File: src/rtl/nbody_host_seq_if.sv
// nbody_host_seq_if: load stream, result stream and register-bus initiator of the N-body host sequencer.
interface nbody_host_seq_if #(
    parameter int DATA_WIDTH = 64,
    parameter int ADDR_WIDTH = 16
);
    logic                  in_valid;
    logic                  in_ready;
    logic [DATA_WIDTH-1:0] in_data;
    logic                  out_valid;
    logic                  out_ready;
    logic [8:0]            out_idx;
    logic [DATA_WIDTH-1:0] out_x;
    logic [DATA_WIDTH-1:0] out_y;
    logic                  bus_chipselect;
    logic                  bus_write;
    logic                  bus_read;
    logic [ADDR_WIDTH-1:0] bus_addr;
    logic [DATA_WIDTH-1:0] bus_write_data;
    logic [DATA_WIDTH-1:0] bus_read_data;

    modport master (
        input  in_valid, in_data, out_ready, bus_read_data,
        output in_ready, out_valid, out_idx, out_x, out_y,
               bus_chipselect, bus_write, bus_read, bus_addr, bus_write_data
    );

    modport slave (
        output in_valid, in_data, out_ready, bus_read_data,
        input  in_ready, out_valid, out_idx, out_x, out_y,
               bus_chipselect, bus_write, bus_read, bus_addr, bus_write_data
    );
endinterface

File: src/rtl/nbody_host_seq.sv
// nbody_host_seq: host sequencer that configures, loads, runs and drains an N-body engine over a register bus.
module nbody_host_seq #(
    parameter int BODIES        = 512,
    parameter int DATA_WIDTH    = 64,
    parameter int ADDR_WIDTH    = 16,
    parameter int READ_LATENCY  = 1,
    parameter int POLL_INTERVAL = 16
) (
    input  logic                  clk,
    input  logic                  rst,
    input  logic                  start,
    input  logic                  abort,
    input  logic [8:0]            n_bodies,
    input  logic [DATA_WIDTH-1:0] gap,
    input  logic [15:0]           frames,
    output logic                  busy,
    output logic                  frame_done,
    output logic                  err,
    output logic [15:0]           frame_count,
    nbody_host_seq_if.master      bus
);
    typedef enum logic [3:0] {
        IDLE, CFG_N, CFG_GAP, LOAD, GO_SET, POLL, POLL_WAIT, RD_X, RD_Y, EMIT, ACK_SET, ACK_CLR, STOP
    } state_t;

    localparam logic [6:0] OP_GO   = 7'h00;
    localparam logic [6:0] OP_READ = 7'h01;
    localparam logic [6:0] OP_NB   = 7'h02;
    localparam logic [6:0] OP_WX   = 7'h03;
    localparam logic [6:0] OP_GAP  = 7'h08;
    localparam logic [6:0] OP_DONE = 7'h40;
    localparam logic [6:0] OP_RX   = 7'h41;
    localparam logic [6:0] OP_RY   = 7'h42;
    // r_cnt restarts on each DONE strobe; leaving the wait here puts the next strobe POLL_INTERVAL+READ_LATENCY later
    localparam int WAIT_END = (POLL_INTERVAL + READ_LATENCY > 2) ? POLL_INTERVAL + READ_LATENCY - 2 : 0;
    localparam int CW       = $clog2(WAIT_END + 2) + 1;

    state_t                  r_state, w_next;
    logic                    r_cs, r_wr, r_rd;
    logic [ADDR_WIDTH-1:0]   r_addr;
    logic [DATA_WIDTH-1:0]   r_wdata, r_x, r_y, r_gap;
    logic [READ_LATENCY-1:0] r_rd_sh;
    logic                    r_issued, r_abort, r_err, r_frame_done;
    logic [CW-1:0]           r_cnt;
    logic [8:0]              r_n, r_idx;
    logic [2:0]              r_fld;
    logic [15:0]             r_frames, r_frame_count;
    logic                    w_wr, w_rd, w_rvalid, w_n_ok, w_in_ready, w_beat, w_last, w_last_frame, w_go;
    logic [6:0]              w_op;
    logic [8:0]              w_idx;
    logic [DATA_WIDTH-1:0]   w_wdata;

    assign w_rvalid     = r_rd_sh[READ_LATENCY-1];
    assign w_n_ok       = n_bodies != 9'd0 && int'(n_bodies) <= BODIES;
    assign w_go         = r_state == IDLE && start && w_n_ok;
    assign w_in_ready   = r_state == LOAD && !r_abort;
    assign w_beat       = bus.in_valid && w_in_ready;
    assign w_last       = r_fld == 3'd4 && r_idx == r_n - 9'd1;
    assign w_last_frame = r_frames != 16'd0 && r_frame_count + 16'd1 == r_frames;

    assign bus.in_ready       = w_in_ready;
    assign bus.out_valid      = r_state == EMIT;
    assign bus.out_idx        = r_idx;
    assign bus.out_x          = r_x;
    assign bus.out_y          = r_y;
    assign bus.bus_chipselect = r_cs;
    assign bus.bus_write      = r_wr;
    assign bus.bus_read       = r_rd;
    assign bus.bus_addr       = r_addr;
    assign bus.bus_write_data = r_wdata;
    assign busy               = r_state != IDLE;
    assign frame_done         = r_frame_done;
    assign err                = r_err;
    assign frame_count        = r_frame_count;

    // Decides this cycle's bus access; it is registered and appears on the bus the following cycle.
    always_comb begin
        w_next  = r_state;
        w_wr    = 1'b0;
        w_rd    = 1'b0;
        w_op    = OP_GO;
        w_idx   = '0;
        w_wdata = '0;
        case (r_state)
            IDLE: w_next = w_go ? CFG_N : IDLE;
            CFG_N: begin
                w_wr    = 1'b1;
                w_op    = OP_NB;
                w_wdata = DATA_WIDTH'(r_n);
                w_next  = r_abort ? STOP : CFG_GAP;
            end
            CFG_GAP: begin
                w_wr    = 1'b1;
                w_op    = OP_GAP;
                w_wdata = r_gap;
                w_next  = r_abort ? STOP : LOAD;
            end
            LOAD: begin
                w_wr    = w_beat;
                w_op    = OP_WX + {4'b0, r_fld};
                w_idx   = r_idx;
                w_wdata = bus.in_data;
                w_next  = r_abort ? STOP : (w_beat && w_last) ? GO_SET : LOAD;
            end
            GO_SET: begin
                w_wr    = 1'b1;
                w_wdata = DATA_WIDTH'(1);
                w_next  = r_abort ? STOP : POLL;
            end
            POLL: begin
                w_rd   = !r_issued;
                w_op   = OP_DONE;
                w_next = !w_rvalid ? POLL : r_abort ? STOP : bus.bus_read_data[0] ? RD_X : POLL_WAIT;
            end
            POLL_WAIT: w_next = r_abort ? STOP : (r_cnt >= CW'(WAIT_END)) ? POLL : POLL_WAIT;
            RD_X: begin
                w_rd   = !r_issued;
                w_op   = OP_RX;
                w_idx  = r_idx;
                w_next = w_rvalid ? RD_Y : RD_X;
            end
            RD_Y: begin
                w_rd   = !r_issued;
                w_op   = OP_RY;
                w_idx  = r_idx;
                w_next = w_rvalid ? EMIT : RD_Y;
            end
            EMIT: w_next = !bus.out_ready ? EMIT : r_abort ? STOP : (r_idx == r_n - 9'd1) ? ACK_SET : RD_X;
            ACK_SET: begin
                w_wr    = 1'b1;
                w_op    = OP_READ;
                w_wdata = DATA_WIDTH'(1);
                w_next  = ACK_CLR;
            end
            ACK_CLR: begin
                w_wr   = 1'b1;
                w_op   = OP_READ;
                w_next = (r_abort || w_last_frame) ? STOP : POLL;
            end
            STOP: begin
                w_wr   = 1'b1;
                w_next = IDLE;
            end
            default: w_next = IDLE;
        endcase
    end

    always_ff @(posedge clk) begin
        if (rst) begin
            r_state       <= IDLE;
            r_cs          <= 1'b0;
            r_wr          <= 1'b0;
            r_rd          <= 1'b0;
            r_addr        <= '0;
            r_wdata       <= '0;
            r_rd_sh       <= '0;
            r_issued      <= 1'b0;
            r_abort       <= 1'b0;
            r_err         <= 1'b0;
            r_frame_done  <= 1'b0;
            r_cnt         <= '0;
            r_n           <= '0;
            r_idx         <= '0;
            r_fld         <= '0;
            r_gap         <= '0;
            r_frames      <= '0;
            r_frame_count <= '0;
            r_x           <= '0;
            r_y           <= '0;
        end else begin
            r_state      <= w_next;
            r_cs         <= w_wr || w_rd;
            r_wr         <= w_wr;
            r_rd         <= w_rd;
            r_addr       <= (w_wr || w_rd) ? ADDR_WIDTH'({w_op, w_idx}) : '0;
            r_wdata      <= w_wr ? w_wdata : '0;
            r_rd_sh      <= READ_LATENCY'({r_rd_sh, r_rd});
            r_issued     <= w_next == r_state && (r_issued || w_rd);
            r_cnt        <= (r_state == POLL && w_rd) ? '0 : r_cnt + CW'(r_cnt != {CW{1'b1}});
            r_err        <= r_state == IDLE && start && !w_n_ok;
            r_frame_done <= r_state == ACK_CLR;
            r_abort      <= r_state != IDLE && w_next != IDLE && (r_abort || abort);
            if (w_go) begin
                r_n           <= n_bodies;
                r_gap         <= gap;
                r_frames      <= frames;
                r_frame_count <= '0;
                r_idx         <= '0;
                r_fld         <= '0;
            end
            if (w_beat) begin
                r_fld <= (r_fld == 3'd4) ? 3'd0 : r_fld + 3'd1;
                r_idx <= (r_fld != 3'd4) ? r_idx : w_last ? 9'd0 : r_idx + 9'd1;
            end
            if (r_state == POLL && w_next == RD_X)
                r_idx <= '0;
            if (r_state == EMIT && w_next == RD_X)
                r_idx <= r_idx + 9'd1;
            if (r_state == RD_X && w_rvalid)
                r_x <= bus.bus_read_data;
            if (r_state == RD_Y && w_rvalid)
                r_y <= bus.bus_read_data;
            if (r_state == ACK_CLR)
                r_frame_count <= r_frame_count + 16'd1;
        end
    end
endmodule

File: src/flat_wrapper.sv
// flat-port wrapper written by rule: the top's interface ports become plain ports
module nbody_host_seq_flat 
#(
    parameter int BODIES        = 512,
    parameter int DATA_WIDTH    = 64,
    parameter int ADDR_WIDTH    = 16,
    parameter int READ_LATENCY  = 1,
    parameter int POLL_INTERVAL = 16
)
  (clk, rst, start, abort, n_bodies, gap, frames, busy, frame_done, err, frame_count, bus_in_valid, bus_in_data, bus_out_ready, bus_bus_read_data, bus_in_ready, bus_out_valid, bus_out_idx, bus_out_x, bus_out_y, bus_bus_chipselect, bus_bus_write, bus_bus_read, bus_bus_addr, bus_bus_write_data);
  nbody_host_seq_if #(.DATA_WIDTH(DATA_WIDTH), .ADDR_WIDTH(ADDR_WIDTH)) bus_i ();
  input  logic clk;
  input  logic rst;
  input  logic start;
  input  logic abort;
  input  logic [8:0] n_bodies;
  input  logic [DATA_WIDTH-1:0] gap;
  input  logic [15:0] frames;
  output logic busy;
  output logic frame_done;
  output logic err;
  output logic [15:0] frame_count;
  input wire logic [$bits(bus_i.in_valid)-1:0] bus_in_valid;
  input wire logic [$bits(bus_i.in_data)-1:0] bus_in_data;
  input wire logic [$bits(bus_i.out_ready)-1:0] bus_out_ready;
  input wire logic [$bits(bus_i.bus_read_data)-1:0] bus_bus_read_data;
  output wire logic [$bits(bus_i.in_ready)-1:0] bus_in_ready;
  output wire logic [$bits(bus_i.out_valid)-1:0] bus_out_valid;
  output wire logic [$bits(bus_i.out_idx)-1:0] bus_out_idx;
  output wire logic [$bits(bus_i.out_x)-1:0] bus_out_x;
  output wire logic [$bits(bus_i.out_y)-1:0] bus_out_y;
  output wire logic [$bits(bus_i.bus_chipselect)-1:0] bus_bus_chipselect;
  output wire logic [$bits(bus_i.bus_write)-1:0] bus_bus_write;
  output wire logic [$bits(bus_i.bus_read)-1:0] bus_bus_read;
  output wire logic [$bits(bus_i.bus_addr)-1:0] bus_bus_addr;
  output wire logic [$bits(bus_i.bus_write_data)-1:0] bus_bus_write_data;
  assign bus_i.in_valid = bus_in_valid;
  assign bus_i.in_data = bus_in_data;
  assign bus_i.out_ready = bus_out_ready;
  assign bus_i.bus_read_data = bus_bus_read_data;
  assign bus_in_ready = bus_i.in_ready;
  assign bus_out_valid = bus_i.out_valid;
  assign bus_out_idx = bus_i.out_idx;
  assign bus_out_x = bus_i.out_x;
  assign bus_out_y = bus_i.out_y;
  assign bus_bus_chipselect = bus_i.bus_chipselect;
  assign bus_bus_write = bus_i.bus_write;
  assign bus_bus_read = bus_i.bus_read;
  assign bus_bus_addr = bus_i.bus_addr;
  assign bus_bus_write_data = bus_i.bus_write_data;
  nbody_host_seq #(.BODIES(BODIES), .DATA_WIDTH(DATA_WIDTH), .ADDR_WIDTH(ADDR_WIDTH), .READ_LATENCY(READ_LATENCY), .POLL_INTERVAL(POLL_INTERVAL)) u_core (.clk(clk), .rst(rst), .start(start), .abort(abort), .n_bodies(n_bodies), .gap(gap), .frames(frames), .busy(busy), .frame_done(frame_done), .err(err), .frame_count(frame_count), .bus(bus_i));
endmodule
File: config.mk
export PLATFORM = sky130hd
export DESIGN_NAME = nbody_host_seq_flat
export DESIGN_NICKNAME = d
export VERILOG_FILES = /design/src/rtl/nbody_host_seq_if.sv /design/src/rtl/nbody_host_seq.sv /design/src/flat_wrapper.sv
export SDC_FILE = /design/constraint.sdc
export NUM_CORES = 1
export LEC_CHECK = 0
export BUFFER_PORTS_ARGS = -buffer_cell sky130_fd_sc_hd__buf_2
export CAP_MARGIN = 20
export CORE_UTILIZATION = 25
export CTS_CLUSTER_DIAMETER = 40
export DETAILED_ROUTE_END_ITERATION = 8
export GPL_TIMING_DRIVEN = 0
export SYNTH_ARGS = -nofsm -noshare
export SYNTH_HDL_FRONTEND = slang
export SYNTH_SLANG_ARGS = --single-unit
File: constraint.sdc
create_clock -name clk -period 3.5 [get_ports clk]
set_clock_uncertainty 0.05 [all_clocks]
set_input_delay 0.525 -clock clk [delete_from_list [all_inputs] [get_ports clk]]
set_output_delay 0.525 -clock clk [all_outputs]
set_load 0.005 [all_outputs]
==> metrics.txt <==
Compound-Gate Fraction of Synth Area a little under a fifth; Leak approximately 8 nW; site row count 84; clk buf depth 3; grt peak-use layer met2; mux contribution to synthesized area less than 1%; drt first pass iters 5; #FFs+latches synth 341; final core occ between 30% and 40%; cts-stage hold buffer count 0; Via Count about 14,000; cell count after placement about 2,800; number of library cell types mapped by synthesis between 70 and 80; crit path from u_core.r_n[0]$_SDFFE_PP0P_; core area 0.0531 sq mm; Final Wtd Congestion ~0.9; Post-Place Cell Area 0.0168 sq mm; simple-gate share of the synthesized area a little under a quarter; min-delay worst type in -> reg; Clk Latency, worst-skew pair around 0.61 ns; Worst Path Arrival 3.76 ns; top cells by area, synth dfxtp_1 (50%), nand2_1 (13%), a21oi_1 (9.5%); Main synth FF type dfxtp_1; clock network power share a little under half; worst vdd ir around 420 uV; Max Slew Vio Count 0; Die W roughly 230 microns; post-route minimum period ~3.3 ns; total negative slack 0 ns; CTS tree done; CTS Root Cell clkbuf_16; Die H around 230 microns; nets@finish approximately 2,400; Least-Margin Pin Slew a little over 1 ns; Final HPWL DP 40.5 mm; final hold vios 0; cts bufs inserted 60; mapped cell area 0.0135 sq mm; Comb pwr share between 20% and 30%; met2 Usage GRT 31.6%; status complete, no violations; first-pass GRT wire length 79.4 mm; R2R Path End u_core.r_issued$_SDFF_PP0_; post-synthesis xor/xnor area fraction under 10%; met3 GRT Util under 10%; Reg2Reg Depth 13; worst setup path endpoint u_core.r_issued$_SDFF_PP0_; # H-tree levels 2; class of the most critical setup path reg -> reg; die area around 0.055 sq mm; largest family of logic cells by synthesized area simple AND/OR/NAND/NOR gates; number of fill cells 5,534; hold path depth 3; Peak Freq just over 300 MHz; fin crit share a little over nine tenths; clock sink count ~340; initial antenna violation count 6; Required @ worst endpoint 3.96 ns; PwrDens ~690 mW/mm^2; Buffers on Ports 460; Flop pwr share about a third; P&R area growth vs syn 40.1%; final WL roughly 53 mm; pin count of the biggest net entering global routing 17; Reg clk slew, reported paths roughly 0.060 ns; Post-Synth Adder-Cell Area 0.739%; Vias per Instance between 4 and 5; GRT Overall Usage a little under a fifth; max_slew headroom between 30% and 40%; synth warn 0; final setup fails 0; P_sw approximately 4.2 mW; starting density of the core between 20 and 30%; Post-synth EDFFs 0; vias in the first global route about 14,000; 1st-iter DRT viols between 600 and 700; post-synthesis area per instance ~8 sq um; crit start category flop; Synth top area share ~50%; DP Worst Slack around 0.035 ns; Mapped Cells approximately 1,700; layout cells sized above 1 a little over a quarter; finished layout cell area roughly 0.019 sq mm; flop2flop setup slack 0.20 ns; # DRC 0; CP endpoint kind flop; Seq/Total Area, Yosys about half; final global-route overflow total 0; area leader, netlist dfxtp_1; Cell Count, Final, Fillers Out a little under 3,000; Setup WS post-layout 0.199 ns; Wirelength per Cell ~18 microns; FF-to-FF Start u_core.r_n[0]$_SDFFE_PP0P_; grt met1 use between 20% and 30%; max cap viols 0; sw frac between 30% and 40%; I/O Pins around 460; Post-synth ARST share 0%; Max FO, Critical Path 10; P_int between 8 and 9 mW; DRT antenna net count 0
==> layer usage <==
metal	vias to the layer above	wire length, microns
met3	107	4950
met5	-	25
met4	4	1820
met2	581	25100
li1	6803	-
met1	6580	21000
==> cell families after synthesis <==
group | count (synthesis)
simple gates | 732
mux | 2
compound gates | 414
buf+inv | 151
flops | 341
fa+ha+maj | 8
other cells | 1
xor+xnor | 40
==> through the flow <==
stage | hold WS, ns | total power [mW]
floorplan | 0.377 | 6.06
global placement | 0.390 | 6.99
detailed placement | 0.394 | 7.05
CTS | 0.0550 | 13.1
global route | 0.0735 | 13.7
finish | 0.103 | 13.1
==> cells in the mapped netlist, types with 8 or more instances <==
cell and number:
o21ai_0 24, nor2_1 125, xnor2_1 18, a211oi_1 9
a21oi_1 256, nand4_1 8, nand3_1 21, clkbuf_1 108
and2_1 11, a22oi_1 67, nor2b_1 8, ha_1 8
and3_1 15, nor3_1 18, nand2_1 483, dfxtp_1 341
xor2_1 20, nor4_1 12, inv_1 22
==> critical path: stages (launching register included) <==
cell and delay (ns):
dfxtp_2 0.33, buf_8 0.13, inv_1 0.08, ha_1 0.22, buf_6 0.14, o21ba_2 0.20
a221oi_2 0.27, a41oi_2 0.08, a2111oi_4 0.58, buf_4 0.22, a211oi_1 0.10, nor4b_4 0.39
xnor2_1 0.13, nor4b_1 0.30
==> area by class of cell <==
type	count	area [sq um]	area share [%]
clock buffers	67	1570	8.26
diodes	5	12.5	0.0659
repair buffers	466	2350	12.4
inverters	22	82.6	0.435
well taps	688	861	4.54
multi-input cells	1198	6140	32.4
flip-flops and latches	341	6830	36.0
plain buffers	129	578	3.05
clock inverters	47	548	2.89
==> placed cells by master, fill, tap and decap left out, types with 8 or more instances in the layout <==
master / Yosys / final
clkbuf_16: 0 / 60
inv_1: 22 / 22
inv_6: 0 / 10
inv_8: 0 / 8
a22oi_1: 67 / 67
xnor2_1: 18 / 18
and2_1: 11 / 11
nor2b_1: 8 / 8
clkinv_4: 0 / 9
o21ai_0: 24 / 24
xor2_1: 20 / 20
nor2_1: 125 / 125
nand3_1: 21 / 21
dfxtp_1: 341 / 340
buf_6: 6 / 8
a211oi_1: 9 / 9
clkbuf_1: 108 / 111
nor3_1: 18 / 16
buf_4: 5 / 8
a21oi_1: 256 / 256
buf_2: 6 / 466
nor4_1: 12 / 11
and3_1: 15 / 15
nand4_1: 8 / 8
nand2_1: 483 / 483
ha_1: 8 / 8
==> worst min path at each step <==
stage	startpoint	endpoint	slack, ns
floorplan	u_core.r_issued$_SDFF_PP0_	u_core.bus.bus_read$_SDFF_PP0_	0.38
global placement	u_core.bus.out_x[33]$_SDFFE_PP0P_	u_core.bus.out_x[33]$_SDFFE_PP0P_	0.39
detailed placement	u_core.bus.out_x[52]$_SDFFE_PP0P_	u_core.bus.out_x[52]$_SDFFE_PP0P_	0.39
CTS	gap[51]	u_core.r_gap[51]$_SDFFE_PP0P_	0.05
global route	frames[9]	u_core.r_frames[9]$_SDFFE_PP0P_	0.07
finish	gap[51]	u_core.r_gap[51]$_SDFFE_PP0P_	0.10
==> registers in the layout (all words and copies together) (netlist names), 4 cells and up <==
name / cells
u_core.r_state: 4
u_core.frame_count: 16
u_core.r_cnt: 6
u_core.r_frames: 16
u_core.r_n: 9
u_core.bus.out_y: 64
u_core.bus.bus_addr: 14
u_core.bus.out_x: 64
u_core.bus.out_idx: 9
u_core.bus.bus_write_data: 64
u_core.r_gap: 64
==> timing repair <==
| action | CTS | global route |
|---|---|---|
| endpoints found under the setup margin | 0 | 11 |
| resized for setup | 0 | 12 |
| setup buffers | 0 | 1 |
==> power groups by stage <==
| stage | clock network [mW] | registers (mW) | logic, mW |
|---|---|---|---|
| final | 6.05 | 4.38 | 2.65 |
| after global routing | 6.36 | 4.40 | 2.92 |
| after CTS | 6.16 | 4.37 | 2.61 |
| after detailed placement | 0 | 4.45 | 2.60 |
| after global placement | 0 | 4.44 | 2.55 |
| after floorplan | 0 | 4.38 | 1.68 |
Power figures use the tool's default switching activity.
